==> config.mk <==
export PLATFORM = sky130hd
export DESIGN_NAME = idu_pipe
export DESIGN_NICKNAME = d
export VERILOG_FILES = /design/src/rtl/idu_pkg.sv /design/src/rtl/idu_dec.sv /design/src/rtl/idu_pipe.sv
export SDC_FILE = /design/constraint.sdc
export NUM_CORES = 1
export LEC_CHECK = 0
export CAP_MARGIN = 20
export CORE_ASPECT_RATIO = 0.75
export CORE_MARGIN = 2
export CORE_UTILIZATION = 26
export DETAILED_ROUTE_END_ITERATION = 6
export GPL_ROUTABILITY_DRIVEN = 0
export PLACE_DENSITY = 0.49
export SLEW_MARGIN = 20
export SYNTH_ARGS = -nofsm -noshare
export SYNTH_HDL_FRONTEND = slang
export SYNTH_SLANG_ARGS = --single-unit
==> constraint.sdc <==
create_clock -name clk -period 4.6 [get_ports clk]
set_clock_uncertainty 0.2 [all_clocks]
set_input_delay 0.92 -clock clk [delete_from_list [all_inputs] [get_ports clk]]
set_output_delay 0.92 -clock clk [all_outputs]
set_load 0.02 [all_outputs]
==> src/rtl/idu_pkg.sv <==
// Shared decode types and RISC-V major opcode constants for the decode stage.
package idu_pkg;

  localparam logic [6:0] RV_OP     = 7'b0110011;
  localparam logic [6:0] RV_IMM    = 7'b0010011;
  localparam logic [6:0] RV_LD     = 7'b0000011;
  localparam logic [6:0] RV_ST     = 7'b0100011;
  localparam logic [6:0] RV_BR     = 7'b1100011;
  localparam logic [6:0] RV_JAL    = 7'b1101111;
  localparam logic [6:0] RV_JALR   = 7'b1100111;
  localparam logic [6:0] RV_LUI    = 7'b0110111;
  localparam logic [6:0] RV_AUIPC  = 7'b0010111;
  localparam logic [6:0] RV_SYS    = 7'b1110011;
  localparam logic [6:0] RV_OP_32  = 7'b0111011;
  localparam logic [6:0] RV_IMM_32 = 7'b0011011;

  typedef enum logic [2:0] {
    ImmNone,
    ImmI,
    ImmU,
    ImmS,
    ImmJ,
    ImmB
  } imm_fmt_e;

  // Instruction class, one-hot; all zero for unknown opcodes.
  typedef struct packed {
    logic i;
    logic u;
    logic s;
    logic j;
    logic r;
    logic b;
  } idu_cls_t;

  typedef struct packed {
    idu_cls_t   cls;
    logic       ld;
    logic       st;
    logic       br;
    logic       jal;
    logic       jalr;
    logic       j;
    logic       call;
    logic       ret;
    logic       w_inst;
    logic       mul;
    logic       div;
    logic       div_sign;
    logic       div_rem;
    logic       sys;
    logic [2:0] func3;
    logic       rd_we;
    logic       rs1_en;
    logic       rs2_en;
    logic       illegal;
  } idu_dec_t;

endpackage

==> src/rtl/idu_dec.sv <==
// Combinational RISC-V instruction decoder: register fields, immediate and control bundle.
module idu_dec
  import idu_pkg::*;
#(
  parameter int unsigned XLEN  = 64,
  parameter bit          HAS_M = 1'b1
) (
  input  logic [31:0]     inst_i,
  output logic [4:0]      rd_o,
  output logic [4:0]      rs1_o,
  output logic [4:0]      rs2_o,
  output logic [XLEN-1:0] imm_o,
  output idu_dec_t        dec_o
);

  localparam bit Rv32 = (XLEN == 32);

  logic [6:0]  opcode;
  logic [2:0]  func3;
  logic [6:0]  func7;
  imm_fmt_e    fmt;
  logic        known;
  logic [31:0] imm32;
  logic [63:0] imm64;
  logic        is_op, is_op32, is_imm32, m_op, shift_imm, illegal;

  assign opcode = inst_i[6:0];
  assign func3  = inst_i[14:12];
  assign func7  = inst_i[31:25];
  assign rd_o   = inst_i[11:7];
  assign rs1_o  = inst_i[19:15];
  assign rs2_o  = inst_i[24:20];

  assign is_op    = (opcode == RV_OP);
  assign is_op32  = (opcode == RV_OP_32);
  assign is_imm32 = (opcode == RV_IMM_32);
  assign m_op     = (is_op | is_op32) & (func7 == 7'b0000001);
  // slli/srli/srai: shamt[5] is only meaningful on RV64
  assign shift_imm = (opcode == RV_IMM) & (func3[1:0] == 2'b01);

  // Opcode to immediate format; unknown opcodes are flagged.
  always_comb begin
    fmt   = ImmNone;
    known = 1'b1;
    case (opcode)
      RV_IMM, RV_IMM_32, RV_LD, RV_JALR, RV_SYS: fmt = ImmI;
      RV_LUI, RV_AUIPC:                          fmt = ImmU;
      RV_ST:                                     fmt = ImmS;
      RV_JAL:                                    fmt = ImmJ;
      RV_BR:                                     fmt = ImmB;
      RV_OP, RV_OP_32:                           fmt = ImmNone;
      default:                                   known = 1'b0;
    endcase
  end

  // Immediate assembly at 32 bits, then sign extension to XLEN.
  always_comb begin
    imm32 = '0;
    case (fmt)
      ImmI:    imm32 = {{20{inst_i[31]}}, inst_i[31:20]};
      ImmU:    imm32 = {inst_i[31:12], 12'b0};
      ImmS:    imm32 = {{20{inst_i[31]}}, inst_i[31:25], inst_i[11:7]};
      ImmJ:    imm32 = {{12{inst_i[31]}}, inst_i[19:12], inst_i[20], inst_i[30:21], 1'b0};
      ImmB:    imm32 = {{20{inst_i[31]}}, inst_i[7], inst_i[30:25], inst_i[11:8], 1'b0};
      default: imm32 = '0;
    endcase
  end

  assign imm64 = {{32{imm32[31]}}, imm32};
  assign imm_o = imm64[XLEN-1:0];

  assign illegal = (inst_i[1:0] != 2'b11) | ~known
                 | ((is_op32 | is_imm32) & Rv32)
                 | (m_op & ~HAS_M)
                 | (shift_imm & inst_i[25] & Rv32);

  // Control bundle; every action flag is suppressed for illegal instructions.
  always_comb begin
    dec_o         = '0;
    dec_o.func3   = func3;
    dec_o.illegal = illegal;
    dec_o.cls.i   = (fmt == ImmI);
    dec_o.cls.u   = (fmt == ImmU);
    dec_o.cls.s   = (fmt == ImmS);
    dec_o.cls.j   = (fmt == ImmJ);
    dec_o.cls.b   = (fmt == ImmB);
    dec_o.cls.r   = is_op | is_op32;
    if (!illegal) begin
      dec_o.ld       = (opcode == RV_LD);
      dec_o.st       = (opcode == RV_ST);
      dec_o.br       = (opcode == RV_BR);
      dec_o.jal      = (opcode == RV_JAL);
      dec_o.jalr     = (opcode == RV_JALR);
      dec_o.j        = dec_o.jal & (rd_o == 5'd0);
      dec_o.call     = (dec_o.jal | dec_o.jalr) & (rd_o == 5'd1);
      dec_o.ret      = dec_o.jalr & (rd_o == 5'd0) & (rs1_o == 5'd1) & (imm32 == 32'd0);
      dec_o.w_inst   = is_op32 | is_imm32;
      dec_o.mul      = m_op & ~func3[2];
      dec_o.div      = m_op & func3[2];
      dec_o.div_sign = dec_o.div & ~func3[0];
      dec_o.div_rem  = dec_o.div & func3[1];
      dec_o.sys      = (opcode == RV_SYS);
      dec_o.rd_we    = (rd_o != 5'd0) & ~(dec_o.cls.s | dec_o.cls.b);
      dec_o.rs1_en   = dec_o.cls.i | dec_o.cls.s | dec_o.cls.b | dec_o.cls.r;
      dec_o.rs2_en   = dec_o.cls.s | dec_o.cls.b | dec_o.cls.r;
    end
  end

endmodule

==> src/rtl/idu_pipe.sv <==
// Decode stage register: decoder in front of a main entry plus a skid entry so that
// in_ready comes straight from a flop while still sustaining one instruction per cycle.
module idu_pipe
  import idu_pkg::*;
#(
  parameter int unsigned XLEN     = 64,
  parameter bit          HAS_M    = 1'b1,
  parameter logic [63:0] RESET_PC = 64'h8000_0000
) (
  input  logic            clk,
  input  logic            rst,
  input  logic            in_valid,
  output logic            in_ready,
  input  logic [XLEN-1:0] in_pc,
  input  logic [31:0]     in_inst,
  input  logic            flush,
  output logic            out_valid,
  input  logic            out_ready,
  output logic [XLEN-1:0] out_pc,
  output logic [31:0]     out_inst,
  output logic [4:0]      rd,
  output logic [4:0]      rs1,
  output logic [4:0]      rs2,
  output logic [XLEN-1:0] imm,
  output idu_dec_t        dec
);

  typedef struct packed {
    logic [XLEN-1:0] pc;
    logic [31:0]     inst;
    logic [4:0]      rd;
    logic [4:0]      rs1;
    logic [4:0]      rs2;
    logic [XLEN-1:0] imm;
    idu_dec_t        dec;
  } entry_t;

  entry_t in_entry, reset_entry;
  entry_t main_d, main_q, skid_d, skid_q;
  logic   main_valid_d, main_valid_q, skid_valid_d, skid_valid_q;
  logic   accept, main_free;

  idu_dec #(
    .XLEN  (XLEN),
    .HAS_M (HAS_M)
  ) u_dec (
    .inst_i (in_inst),
    .rd_o   (in_entry.rd),
    .rs1_o  (in_entry.rs1),
    .rs2_o  (in_entry.rs2),
    .imm_o  (in_entry.imm),
    .dec_o  (in_entry.dec)
  );

  assign in_entry.pc   = in_pc;
  assign in_entry.inst = in_inst;

  assign in_ready  = ~skid_valid_q;
  assign accept    = in_valid & in_ready;
  // Main can take new data when empty or when its current content leaves this cycle
  assign main_free = ~main_valid_q | out_ready;

  // Reset image of an entry: only the PC is non-zero.
  always_comb begin
    reset_entry    = '0;
    reset_entry.pc = RESET_PC[XLEN-1:0];
  end

  // Buffer next state: flush wins, then refill main (skid first for order), else spill to skid.
  always_comb begin
    main_d       = main_q;
    skid_d       = skid_q;
    main_valid_d = main_valid_q;
    skid_valid_d = skid_valid_q;
    if (flush) begin
      main_valid_d = 1'b0;
      skid_valid_d = 1'b0;
    end else if (main_free) begin
      if (skid_valid_q) begin
        main_d       = skid_q;
        main_valid_d = 1'b1;
        skid_valid_d = 1'b0;
      end else if (accept) begin
        main_d       = in_entry;
        main_valid_d = 1'b1;
      end else begin
        main_valid_d = 1'b0;
      end
    end else if (accept) begin
      skid_d       = in_entry;
      skid_valid_d = 1'b1;
    end
  end

  // State registers with synchronous reset overriding everything else.
  always_ff @(posedge clk) begin
    if (rst) begin
      main_valid_q <= 1'b0;
      skid_valid_q <= 1'b0;
      main_q       <= reset_entry;
      skid_q       <= '0;
    end else begin
      main_valid_q <= main_valid_d;
      skid_valid_q <= skid_valid_d;
      main_q       <= main_d;
      skid_q       <= skid_d;
    end
  end

  assign out_valid = main_valid_q;
  assign out_pc    = main_q.pc;
  assign out_inst  = main_q.inst;
  assign rd        = main_q.rd;
  assign rs1       = main_q.rs1;
  assign rs2       = main_q.rs2;
  assign imm       = main_q.imm;
  assign dec       = main_q.dec;

endmodule

==> flow_summary.yaml <==
outcome:
  status: "complete, no violations"
grt:
  gr-usage-all-layers_pct: 15.53
  antenna_found_initial: 0
  grt_pass1_vias: 10710
  grt.overflow.total: 0
  grt_start_max_net_pins: 120
  grt_pass1_wl_um: 63910
route:
  via_per_inst: 4.771
  first_pass_iters: 7
  wire_per_inst_um: 17.34
  drc: 0
  drtIter0Drc: 616
  vias: 11540
  wl_um: 41950
  ant_nets: 0
clocking:
  cts_resized: 0
  cts_setup_buffers: 0
  holdBufCountCts: 0
  cts_root_buf: "clkbuf_16"
  clk_latency_ns: 0.54
  cts.clk_slew.worst_paths_ns: 0.06
  htreeDepth: 2
  tritoncts: "built"
  cts_buffers: 36
  cts_sinks: 306
  clock_path_buffers: 3
sta:
  max_freq_ghz: 0.3014
  worstMarginPinSlew_ns: 1.102
  maxSlewHeadroom_pct: 26.52
  tns_ns: 0
  setup_viol: 0
  finalHoldViolCount: 0
  rsz0062_at_grt: "no"
  fin_crit_sh_pct: 72.14
  drv_slew: 0
  post-route-min-period_ns: 3.318
setup_path:
  cp_max_fo: 16
  critPathLaunchType: "input pin"
  cp_common_cell: "buf_4"
  regToRegEndpoint: "skid_q[155]$_SDFFE_PP0P_"
  path_cells: "clkdlybuf4s50_1 -> buf_4 -> nor4b_1 -> a31oi_1 -> a21oi_1 -> buf_4 -> nor2_1 -> a211oi_1"
  end_kind: "flip-flop"
  cp_slowest_cell: "clkdlybuf4s50_1"
  r2r_start: "skid_valid_q$_SDFFE_PP0P_"
  crit_path_max_incr_delay_ns: 0.65
  path_class: "in -> reg"
  crit_arrival_ns: 3.50
  reg2reg_depth: 5
  startpoint: "in_inst[6]"
  cp_data_required_time_ns: 4.78
  crit_family: "buffers and inverters"
  r2r_setup_slack_ns: 1.68
  cp.buffers_inverters: 3
power_and_ir_drop:
  p_per_area_nw_per_um2: 367.8
  p_total_mw: 6.407
  p_leak_nw: 5.671
  combPwrFrac_pct: 13.0
  p_clk_share_pct: 43.4
  ir_worst_vdd_v: 0.0001620
  swShare_pct: 25.98
  intPower_mw: 4.743
  seqPwrFrac_pct: 43.7
  power.switching_mw: 1.665
floorplanning:
  fp.dieW_um: 262.9
  die_h_um: 198.2
  die_area_um2: 52100
  row_count: 71
  start_util_pct: 26.18
  core_um2: 49930
  top_level_ports: 305
synthesis:
  avgSynthCellArea_um2: 8.394
  synthCells: 1557
  syn_nets: 1658
  synth.distinct_cells: 56
  synth_most_common_cell: "dfxtp_1"
  synth.top_cells.by_area: "dfxtp_1 (47%), a211oi_1 (8.2%), mux2i_1 (7.7%)"
  ys_async_sr_fraction_pct: 0
  yosys.area.top_type_share_pct: 46.87
  ys_seq_area_share_pct: 46.87
  synth_commonest_cells: "dfxtp_1 (306), nand2_1 (259), nor2_1 (181), a21oi_1 (163), a211oi_1 (142)"
  ys_warn_count: 0
  synth_edf_count: 0
  yosysTopAreaCell: "dfxtp_1"
  synth-seq-cells: 306
  synth_flop_cell: "dfxtp_1"
  syn_area_um2: 13070
finish:
  drive_gt1_share_pct: 5.789
  finalNetCount: 1842
  area_growth_pct: 33.29
  n_antenna_cell: 0
min_path:
  hold_path_class: "reg -> reg"
  hold_path_depth: 2
  min_from: "skid_q[148]$_SDFFE_PP0P_"
  holdPathEnd: "skid_q[148]$_SDFFE_PP0P_"
run:
  timing.max_cap.violations: 0
placement:
  io_buffer_count: 304
  place_hpwl_um: 27370
## power by group through the flow
stage	logic (mW)	registers, mW	clock network [mW]
final	0.832	2.80	2.78
after global routing	0.894	2.81	2.99
after CTS	0.842	2.80	2.90
after detailed placement	0.839	2.86	0
after global placement	0.834	2.85	0
after floorplan	0.351	2.95	0
## final cells by class
class	count	area, um^2
multi-input combinational	1060	6006
tap	657	822.0
inverter	5	18.77
clock buffer	49	1041
sequential	306	6131
fill	5112	32500
timing repair buffer	332	3321
clock inverter	10	82.58
## through the flow
step	instances	cell area (um^2)	setup WS, ns	hold slack, ns	utilization (%)
3_5_place_dp	2360	16300	0.8179	0.2461	32.64
6_report	2419	17420	1.282	0.2505	34.90
3_3_place_gp	2360	16300	0.9322	0.2402	32.64
5_1_grt	2419	17420	1.144	0.2678	34.90
4_1_cts	2419	17420	1.043	0.2543	34.89
2_1_floorplan	1557	13070	2.091	0.2319	-
## metal layers
metal	track usage [%]	vias up	wire length (um)
li1	-	5756	-
met1	21.24	5453	19890
met2	24.73	278	18950
met3	3.718	55	2412
met4	3.556	0	695
met5	0	-	0
## flip-flops by register name, summed over array words and instances, names as in the netlist
register and count:
dec 24, imm 32, out_inst 32, out_pc 64, out_valid 1, skid_q 152
skid_valid_q 1
## kinds of logic after synthesis
kind of cell | synth area share [%]
mux | 7.735
flops | 46.87
xor+xnor | 0.06702
buf+inv | 7.304
fa+ha+maj | 0.07659
compound gates | 19.73
simple gates | 18.22
## worst max-delay path by stage
stage,depth (start not counted),slack [ns],end
6_report,8,1.28,skid_q[50]$_SDFFE_PP0P_
3_3_place_gp,8,0.93,skid_q[47]$_SDFFE_PP0P_
5_1_grt,7,1.14,skid_q[55]$_SDFFE_PP0P_
2_1_floorplan,6,2.09,imm[16]$_SDFFE_PP0P_
4_1_cts,1,1.04,imm[40]
3_5_place_dp,8,0.82,skid_q[55]$_SDFFE_PP0P_
## worst min-delay path, delay by kind of cell (launching register included)
kind | cells | cell delay, ns
AOI/OAI and AO/OA | 1 | 0.05
and+or+nand+nor | 1 | 0.05
DFF | 1 | 0.30
## cells in the final DEF, fill, tap and decap left out, types with 3 or more instances in the layout
cell type,instances
nand4_1,3
nor2_1,181
nor3_1,31
and2_1,3
buf_12,5
nand2_1,259
clkbuf_16,37
o31ai_1,3
nand3_1,14
nand2b_1,6
a221oi_1,15
and3_1,3
a21oi_1,163
buf_4,23
nor2b_1,5
clkbuf_1,5
inv_1,5
o21ai_0,32
and2_0,6
clkbuf_8,7
nand3b_1,7
dfxtp_1,304
mux2i_1,101
clkinv_2,7
o211ai_1,5
a21o_1,12
clkdlybuf4s50_1,303
o41ai_1,5
nor4_1,4
a31oi_1,9
or3_1,14
a211oi_1,142
Note: power is estimated with default switching activity, not from simulation.
